## src/rtl/ray_pkg.sv

```systemverilog
// rtl/ray_pkg.sv - shared types and constants for the camera-ray direction source
package ray_pkg;

    typedef logic [31:0] float32_t;

    localparam int PIX_W = 16;

    typedef enum logic [1:0] {
        IDLE,
        RUN,
        DRAIN
    } rdg_state_t;

endpackage

```

## src/rtl/ray_dir_gen_if.sv

```systemverilog
// rtl/ray_dir_gen_if.sv - float32 direction stream with downstream ready
interface ray_dir_gen_if;
    import ray_pkg::*;

    float32_t v_x;
    float32_t v_y;
    float32_t v_z;
    logic     v_valid;
    logic     ready_in;

    modport master (
        output v_x, v_y, v_z, v_valid,
        input  ready_in
    );

    modport slave (
        input  v_x, v_y, v_z, v_valid,
        output ready_in
    );

endinterface

```

## src/rtl/sint32_to_float.sv

```systemverilog
// rtl/sint32_to_float.sv - signed 32-bit integer to IEEE-754 single, CVT_LAT enabled stages
module sint32_to_float
    import ray_pkg::*;
#(
    parameter int CVT_LAT = 2
) (
    input  logic        clk_in,
    input  logic        rst_in,
    input  logic        en_in,
    input  logic        valid_in,
    input  logic [31:0] a_in,
    output logic        valid_out,
    output logic [31:0] f_out
);

    // Normalise so the leading one sits at bit 31; bits [7:0] are then guard/sticky for RNE.
    function automatic float32_t to_f32(input logic [31:0] a);
        logic        sign;
        logic [31:0] mag;
        logic [31:0] norm;
        logic [4:0]  msb;
        logic        rnd;
        logic [24:0] man;
        logic [7:0]  exp_b;
        sign  = a[31];
        mag   = sign ? (~a + 32'd1) : a;
        msb   = '0;
        for (int i = 0; i < 32; i++) begin
            if (mag[i]) msb = 5'(i);
        end
        norm  = mag << (5'd31 - msb);
        rnd   = norm[7] & ((|norm[6:0]) | norm[8]);
        man   = {1'b0, norm[31:8]} + 25'(rnd);
        exp_b = 8'd127 + 8'(msb) + 8'(man[24]);
        if (mag == '0) return '0;
        return {sign, exp_b, (man[24] ? man[23:1] : man[22:0])};
    endfunction

    float32_t            data_q [CVT_LAT];
    logic [CVT_LAT-1:0]  vld_q;

    always_ff @(posedge clk_in) begin
        if (rst_in) begin
            vld_q <= '0;
            for (int i = 0; i < CVT_LAT; i++) data_q[i] <= '0;
        end else if (en_in) begin
            vld_q[0]  <= valid_in;
            data_q[0] <= to_f32(a_in);
            for (int i = 1; i < CVT_LAT; i++) begin
                vld_q[i]  <= vld_q[i-1];
                data_q[i] <= data_q[i-1];
            end
        end
    end

    assign valid_out = vld_q[CVT_LAT-1];
    assign f_out     = data_q[CVT_LAT-1];

endmodule

```

## src/rtl/ray_dir_gen.sv

```systemverilog
// rtl/ray_dir_gen.sv - raster-scan camera-ray direction source; RAY_DIR_GEN_PIXEL_TAG_EN adds pixel tag ports
module ray_dir_gen
    import ray_pkg::*;
#(
    parameter int H_RES   = 320,
    parameter int V_RES   = 180,
    parameter int FOCAL   = 256,
    parameter int CVT_LAT = 2
) (
    input  logic                 clk_in,
    input  logic                 rst_in,
    input  logic                 start_in,
    ray_dir_gen_if.master        dir,
    output logic                 busy_out,
    output logic                 frame_done_out
`ifdef RAY_DIR_GEN_PIXEL_TAG_EN
    ,
    output logic [PIX_W-1:0]     pix_x_out,
    output logic [PIX_W-1:0]     pix_y_out
`endif
);

    localparam int OCC_W = $clog2(CVT_LAT + 2);

    rdg_state_t        state_q, state_d;
    logic [PIX_W-1:0]  px_q, py_q;
    logic [OCC_W-1:0]  inflight_q;
    logic              en, issue, last_pix, xfer, last_valid, pipe_empty;
    logic              vx, vy, vz;
    logic [31:0]       dx, dy, dz;

    // ready_in is the single global enable: counters and every stage freeze together.
    assign en         = dir.ready_in;
    assign issue      = (state_q == RUN) && en;
    assign last_pix   = (px_q == PIX_W'(H_RES - 1)) && (py_q == PIX_W'(V_RES - 1));
    assign last_valid = vx & vy & vz;
    assign xfer       = last_valid & en;
    assign pipe_empty = (inflight_q == '0);
    assign dir.v_valid = xfer;

    always_comb begin
        state_d        = state_q;
        busy_out       = 1'b0;
        frame_done_out = 1'b0;
        case (state_q)
            IDLE: begin
                if (start_in) state_d = RUN;
            end
            RUN: begin
                busy_out = 1'b1;
                if (issue && last_pix) state_d = DRAIN;
            end
            DRAIN: begin
                if (pipe_empty) begin
                    frame_done_out = 1'b1;
                    state_d        = IDLE;
                end else begin
                    busy_out = 1'b1;
                end
            end
            default: state_d = IDLE;
        endcase
    end

    always_ff @(posedge clk_in) begin
        if (rst_in) begin
            state_q    <= IDLE;
            px_q       <= '0;
            py_q       <= '0;
            inflight_q <= '0;
        end else begin
            state_q    <= state_d;
            inflight_q <= inflight_q + OCC_W'(issue) - OCC_W'(xfer);
            if (issue) begin
                if (px_q == PIX_W'(H_RES - 1)) begin
                    px_q <= '0;
                    py_q <= last_pix ? '0 : py_q + 1'b1;
                end else begin
                    px_q <= px_q + 1'b1;
                end
            end
        end
    end

    assign dx = 32'(px_q) - 32'(H_RES / 2);
    assign dy = 32'(V_RES / 2) - 32'(py_q);
    assign dz = 32'(FOCAL);

    sint32_to_float #(.CVT_LAT(CVT_LAT)) u_cvt_x (
        .clk_in(clk_in), .rst_in(rst_in), .en_in(en), .valid_in(issue),
        .a_in(dx), .valid_out(vx), .f_out(dir.v_x)
    );

    sint32_to_float #(.CVT_LAT(CVT_LAT)) u_cvt_y (
        .clk_in(clk_in), .rst_in(rst_in), .en_in(en), .valid_in(issue),
        .a_in(dy), .valid_out(vy), .f_out(dir.v_y)
    );

    sint32_to_float #(.CVT_LAT(CVT_LAT)) u_cvt_z (
        .clk_in(clk_in), .rst_in(rst_in), .en_in(en), .valid_in(issue),
        .a_in(dz), .valid_out(vz), .f_out(dir.v_z)
    );

`ifdef RAY_DIR_GEN_PIXEL_TAG_EN
    logic [PIX_W-1:0] tag_x_q [CVT_LAT];
    logic [PIX_W-1:0] tag_y_q [CVT_LAT];

    always_ff @(posedge clk_in) begin
        if (rst_in) begin
            for (int i = 0; i < CVT_LAT; i++) begin
                tag_x_q[i] <= '0;
                tag_y_q[i] <= '0;
            end
        end else if (en) begin
            tag_x_q[0] <= px_q;
            tag_y_q[0] <= py_q;
            for (int i = 1; i < CVT_LAT; i++) begin
                tag_x_q[i] <= tag_x_q[i-1];
                tag_y_q[i] <= tag_y_q[i-1];
            end
        end
    end

    assign pix_x_out = tag_x_q[CVT_LAT-1];
    assign pix_y_out = tag_y_q[CVT_LAT-1];
`endif

endmodule
```

## src/flat_wrapper.sv

```systemverilog
// flat-port wrapper written by rule: the top's interface ports become plain ports
module ray_dir_gen_flat import ray_pkg::*;
#(
    parameter int H_RES   = 320,
    parameter int V_RES   = 180,
    parameter int FOCAL   = 256,
    parameter int CVT_LAT = 2
)
  (clk_in, rst_in, start_in, busy_out, frame_done_out, dir_v_x, dir_v_y, dir_v_z, dir_v_valid, dir_ready_in);
  ray_dir_gen_if dir_i ();
  input  logic clk_in;
  input  logic rst_in;
  input  logic start_in;
  output logic busy_out;
  output logic frame_done_out;
  output wire logic [$bits(dir_i.v_x)-1:0] dir_v_x;
  output wire logic [$bits(dir_i.v_y)-1:0] dir_v_y;
  output wire logic [$bits(dir_i.v_z)-1:0] dir_v_z;
  output wire logic [$bits(dir_i.v_valid)-1:0] dir_v_valid;
  input wire logic [$bits(dir_i.ready_in)-1:0] dir_ready_in;
  assign dir_v_x = dir_i.v_x;
  assign dir_v_y = dir_i.v_y;
  assign dir_v_z = dir_i.v_z;
  assign dir_v_valid = dir_i.v_valid;
  assign dir_i.ready_in = dir_ready_in;
  ray_dir_gen #(.H_RES(H_RES), .V_RES(V_RES), .FOCAL(FOCAL), .CVT_LAT(CVT_LAT)) u_core (.clk_in(clk_in), .rst_in(rst_in), .start_in(start_in), .dir(dir_i), .busy_out(busy_out), .frame_done_out(frame_done_out));
endmodule
```

## config.mk

```make
export PLATFORM = sky130hd
export DESIGN_NAME = ray_dir_gen_flat
export DESIGN_NICKNAME = d
export VERILOG_FILES = /design/src/rtl/ray_pkg.sv /design/src/rtl/ray_dir_gen_if.sv /design/src/rtl/sint32_to_float.sv /design/src/rtl/ray_dir_gen.sv /design/src/flat_wrapper.sv
export SDC_FILE = /design/constraint.sdc
export NUM_CORES = 1
export LEC_CHECK = 0
export ABC_AREA = 0
export BUFFER_PORTS_ARGS = -buffer_cell sky130_fd_sc_hd__buf_4
export CORE_MARGIN = 2
export CORE_UTILIZATION = 36
export DETAILED_ROUTE_END_ITERATION = 10
export SLEW_MARGIN = 20
export SYNTH_ARGS = -nofsm -noshare
export SYNTH_HDL_FRONTEND = slang
export SYNTH_SLANG_ARGS = --single-unit
```

## constraint.sdc

```tcl
create_clock -name clk_in -period 4.8 [get_ports clk_in]
set_input_delay 0.96 -clock clk_in [delete_from_list [all_inputs] [get_ports clk_in]]
set_output_delay 0.96 -clock clk_in [all_outputs]
set_load 0.01 [all_outputs]
```

Word level (Yosys, flattened, before mapping) --
Memory sizes are Yosys's and may differ from the RTL's. Index checks and enable logic that the tools add are counted.
Cells by class: add/subtract/negate cells 20, equality and inequality tests 7, shifts and indexed selects 3, muxes and demuxes 113, bitwise operators 17, reductions and logical operators 12
Operator list (number):
- two-way mux 32 bit | 19
- two-way mux 5 bit | 66
- adder 24 x 1 -> 25 bit | 3
- two-way mux 23 bit | 3
- adder 32 x 1 -> 32 bit, second input constant | 2
- logical NOT 32 bit | 2
- NOT 32 bit | 2
- << shifter 32 x 5 -> 32 bit | 2
- adder 16 x 1 -> 16 bit, second input constant | 2
- two-way mux 16 bit | 2
- << shifter 9 x 5 -> 32 bit, first input constant | 1
- adder 7 x 5 -> 8 bit, first input constant | 3
- adder 8 x 1 -> 8 bit | 3
- OR reduction 7 bit | 3
- two-way mux 1 bit | 18
- subtractor 16 x 8 -> 17 bit, second input constant | 1
- subtractor 7 x 16 -> 17 bit, first input constant | 1
- equality test 16 x 8 -> 1 bit, second input constant | 1
- equality test 16 x 9 -> 1 bit, second input constant | 1
- subtractor 5 bit, first input constant | 3
- bitwise OR 1 bit | 9
- AND 1 bit | 6
- two-way mux 2 bit | 3
- case mux 2 bit (3 select lines) | 1
- other kinds (11) | 15
Storage, ports and cells: register bits after elaboration 42, memory bits (writable) 192, input bits 4, output and inout port bits 99, logic and storage cells 182, memories kept 3
Memory list:
- u_core.u_cvt_x.data_q | words 2, width 32, read ports 2, clocked after Yosys merged registers in 0, write ports 2, RTL line sint32_to_float.sv:39 | float32_t data_q [CVT_LAT];
- u_core.u_cvt_y.data_q | words 2, width 32, read ports 2, clocked after Yosys merged registers in 0, write ports 2, RTL line sint32_to_float.sv:39
- u_core.u_cvt_z.data_q | words 2, width 32, read ports 2, clocked after Yosys merged registers in 0, write ports 2, RTL line sint32_to_float.sv:39

Depth between registers and ports, before layout --
word-level depth 48, depth in mapped cells 18, gate-level depth less buffers 15

Hierarchy --
Synthesis repeated with hierarchy kept, for this count alone.
Second synthesis, totals: cells, all modules 3369, area, all modules 27297.4 um^2
Modules (own cells, without submodules):
- sint32_to_float at u_core.u_cvt_x | instances 1, cells an instance 1010, area each 8494.4 um^2, seq. area each 1961.9 um^2
- sint32_to_float at u_core.u_cvt_y | instances 1, cells an instance 995, area each 8262.9 um^2, seq. area each 1961.9 um^2
- sint32_to_float at u_core.u_cvt_z | instances 1, cells an instance 1048, area each 8094.0 um^2, seq. area each 1961.9 um^2
- ray_dir_gen | instances 1, cells an instance 316, area each 2446.1 um^2, seq. area each 720.7 um^2

Worst setup path before layout --
OpenSTA, ideal clock, no wires.
path kind register to register, start point reg u_core.py_q[0], end point mem u_core.u_cvt_y.data_q[0][25] (netlist bit) (data pin), library setup time 0.257 ns, arrival time 4.258 ns, required time 4.543 ns, setup slack 0.285 ns, cell stages (with the launch flop) 19, path buffers 4, period minus slack after synthesis 4.515 ns, path through dfxtp_1 > clkbuf_1 > inv_1 > ha_1 > clkbuf_1 > nor2_1 > nand2_1 > a2111oi_4 > nand4_2 > o41ai_4 > xor2_2 > nand3_1 > o211ai_2 > buf_2 > buf_4 > ha_1 > ha_1 > xnor2_1 > nor2_1
RTL lines:
- start: declaration | RTL line ray_dir_gen.sv:26 | logic [PIX_W-1:0] px_q, py_q;
- start signal: assignment | RTL line ray_dir_gen.sv:77 | py_q <= last_pix ? '0 : py_q + 1'b1;
- end: declaration | RTL line sint32_to_float.sv:39

==> run summary <==
Max cap viols - 0
Total track usage - 14.41%
Mapped Area - 10,690 um^2
H-tree levels - 4
Status - finished, final reports clean
Instance count of the mapped netlist - 1,107
Clk sinks - 170
Clock network fraction of total power - 43.2%
Hpwl dp - 15,720 um
CTS tree - built
DR iter-0 viols - 463
DRT Pass-1 Iters - 5
FF/Latch Area - 4727 um^2
Via count - 7,728
Final Util - 40.40%
Minimum clock period - 4.420 ns
Number of global-route vias before repair - 7,124
CTS clock-pin slew for the worst setup and hold paths - 0.07 ns
RSZ-0062 raised after global routing - false
Post-synthesis sequential area ratio - 44.21%
DRC - 0
TNS Setup - 0 ns
Drt wl/cell - 14.36 um
Non-filler cells, final - 1,531
Post-Place Cells - 1,500
Core ar. - 29,400 um^2
Global-route wire length before repair - 36,420 um
Critical path class - reg -> reg
Die H - 176.3 um
Row count - 63
Nets - 1,156
Clock skew - 0.01158 ns
Initial Utilization - 36.35%
Crit. End Element - flip-flop
Post-synth EDFFs - 132
Post-synth ARST share - 0%
PwrDens - 289.2 nW/um^2
Slowest library cell on the worst path - nor3_1
Layout cell share with drive strength beyond 1 - 16.39%
Port buffer count - 74
Fin crit share - 92.08%
Post-DRT Antenna Nets - 0
Worst path bufs/invs - 0
Max stage delay on crit path - 0.70 ns
TritonCTS Buffers - 17
Multi-input gate area in the final layout - 5046 um^2
Family with the most delay on the worst path - compound AO/OA/AOI/OAI gates
Root Buffer - clkbuf_16
Grt ovf - 0
Rel. slew slack - 42.57%
Internal power - 2653 uW
Largest net degree at the start of global routing - 72
Worst Tran Pin Value - 0.8549 ns
Area growth, synth to finish - 11.15%
Placed Area - 11,240 um^2
Routed wire length - 21,990 um
Max-slew violation total from the final report - 0
Netlist cell types - 85
CP Max Fanout - 10
Final hold violation count - 0
IO Pins - 103
Skew-Pair Late Insertion Delay - 0.43 ns
Cts hold-fix bufs - 0
HP Class - reg -> reg
Longest Clk Path Bufs - 2
Finish-stage setup viols - 0
Max Freq - 0.2263 GHz
Fill cells - 2,895
Avg Inst Size Synth - 9.654 um^2
Worst path cell trace - ha_1 -> o21ai_2 -> a2bb2oi_2 -> nor3_1 -> a21oi_1 -> xnor2_1 -> o311a_1 -> o211ai_2 -> nand3_1 -> a311o_1 -> a21boi_4 -> o22ai_1 -> o221a_1
Die Span X - 176.3 um
CP arrival - 4.60 ns
Cell area after layout - 11,880 um^2
NetSw - 781.2 uW
VDD IR max - 0.2490 mV
Antenna violations before repair - 0
Critical Path RT - 4.98 ns
CP Launch Type - flip-flop
Synth Warn # - 0
Flop pwr share - 49.3%
Post-DR vias/cell - 5.048
Sw Ratio - 22.75%
Dominant synthesized flop cell - edfxtp_1
Die area - 31,080 um^2
Combinational share of power - 7.6%
RePlAce Congestion - 0.8696
LEAKAGE - 0.004798 uW
Seq cells post-synth - 170
ANT cells - 0
-- worst register-to-register path, stage by stage (launching register included) --
cell and delay, ns:
dfxtp_2 0.37, ha_1 0.29, o21ai_2 0.26, a2bb2oi_2 0.20, nor3_1 0.70, a21oi_1 0.17, xnor2_1 0.28, o311a_1 0.43
o211ai_2 0.26, nand3_1 0.15, a311o_1 0.42, a21boi_4 0.26, o22ai_1 0.15, o221a_1 0.25
-- synth_stat cells (all sizes together) (10+ instances only) --
cell type  count  area share [%]
nand3         30             1.5
o21ai         49             2.4
xor2          28             2.4
a31oi         12            0.70
nand2b        16            0.94
and3          17             1.0
nand2         66             2.3
nor3          33             1.5
o211ai        13             1.0
dfxtp         38             7.1
clkbuf        42             1.5
buf          116             7.8
nor2         109             3.8
and2          73             4.3
ha            23             2.7
mux2i         19             1.8
or3           14            0.82
xnor2         33             2.9
inv           26            0.91
a21oi         57             2.7
edfxtp       132              37
nand4         15            0.94
o21a          11            0.77
nor4          10            0.78
-- cell usage in the layout (no fill, tap or decap), types with 7 or more instances in the layout --
| cell type | instances |
|---|---|
| and3_1 | 17 |
| nor2b_1 | 7 |
| xnor2_1 | 30 |
| edfxtp_1 | 132 |
| nor3_1 | 33 |
| o22ai_1 | 7 |
| buf_4 | 116 |
| conb_1 | 46 |
| o21ai_0 | 41 |
| a31oi_1 | 12 |
| dfxtp_1 | 36 |
| ha_1 | 23 |
| nor2_1 | 109 |
| o21a_1 | 11 |
| mux2i_1 | 19 |
| nand2_1 | 66 |
| inv_1 | 24 |
| a211oi_1 | 9 |
| xor2_1 | 27 |
| nand4_1 | 14 |
| or3_1 | 14 |
| a21oi_1 | 57 |
| o211ai_1 | 11 |
| nand3_1 | 29 |
| and2_1 | 73 |
| nand2b_1 | 16 |
| clkbuf_16 | 17 |
| nor4_1 | 8 |
-- routing by layer --
| metal | share of wire, % | vias to the layer above | GRT usage [%] |
|---|---|---|---|
| li1 | - | 3889 | - |
| met1 | 49 | 3631 | 20.66 |
| met2 | 45 | 189 | 22.16 |
| met3 | 4.7 | 19 | 2.519 |
| met4 | 1.2 | 0 | 4.477 |
| met5 | 0 | - | 0 |
-- cell type report --
cell class	count	area share, %
tap	390	4.108
clock buffer	19	3.645
clock inverter	12	1.580
multi-input combinational	795	42.48
sequential	170	39.80
timing repair buffer	117	7.500
inverter	28	0.8849
-- timing repair --
item / 4_1_cts / 5_1_grt
setup endpoints to repair: 0 / 10
setup buffers: 0 / 0
gates resized for setup: 0 / 5
-- flip-flops by register name, indices dropped and copies added (netlist names) --
| signal | count |
|---|---|
| u_core.state_q | 2 |
| u_core.u_cvt_y.data_q | 64 |
| u_core.u_cvt_x.vld_q | 1 |
| u_core.px_q | 16 |
| u_core.u_cvt_x.data_q | 64 |
| u_core.u_cvt_y.vld_q | 1 |
| u_core.inflight_q | 2 |
| u_core.u_cvt_z.data_q | 4 |
| u_core.py_q | 16 |
-- stage by stage --
| step | hold WS, ns | power, uW | setup WS (ns) |
|---|---|---|---|
| 6_report | 0.4805 | 3435 | 0.3803 |
| 5_1_grt | 0.5229 | 3569 | 0.04649 |
| 4_1_cts | 0.4793 | 3473 | 0.2835 |
| 3_5_place_dp | 0.4676 | 1987 | 0.3013 |
| 3_3_place_gp | 0.4592 | 1982 | 0.4199 |
| 2_1_floorplan | 0.4491 | 1941 | 0.2851 |
-- power by group through the flow --
stage	clock network (uW)	registers (uW)	logic (uW)
4_1_cts	1520	1690	263
3_3_place_gp	0	1720	259
3_5_place_dp	0	1730	262
5_1_grt	1580	1700	291
2_1_floorplan	0	1720	224
6_report	1480	1690	260
-- cells by family (layout without fill, tap and decap cells) --
family	count (synthesis)	count (layout)	share of synthesized area, %
flip-flops	170	170	44.21
adder cells (fa/ha/maj)	23	23	2.693
buffers and inverters	186	176	10.27
AO/OA/AOI/OAI	218	218	14.39
other	2	46	0.07028
AND/OR/NAND/NOR	421	421	20.54
multiplexers	26	26	2.552
XOR/XNOR	61	61	5.280
-- final timing paths --
kind         slack (ns)                                  from                                          to  cells after the start
max                0.38           u_core.py_q[0]$_SDFFE_PP0P_  u_core.u_cvt_y.data_q[0][20]$_SDFFCE_PP0P_                     13
min                0.48  u_core.u_cvt_x.vld_q[0]$_SDFFE_PP0P_        u_core.u_cvt_x.vld_q[0]$_SDFFE_PP0P_                      2
max reg2reg        0.38           u_core.py_q[0]$_SDFFE_PP0P_  u_core.u_cvt_y.data_q[0][20]$_SDFFCE_PP0P_                     13
min reg2reg        0.48  u_core.u_cvt_x.vld_q[0]$_SDFFE_PP0P_        u_core.u_cvt_x.vld_q[0]$_SDFFE_PP0P_                      2
Note: power is estimated with default switching activity, not from simulation.
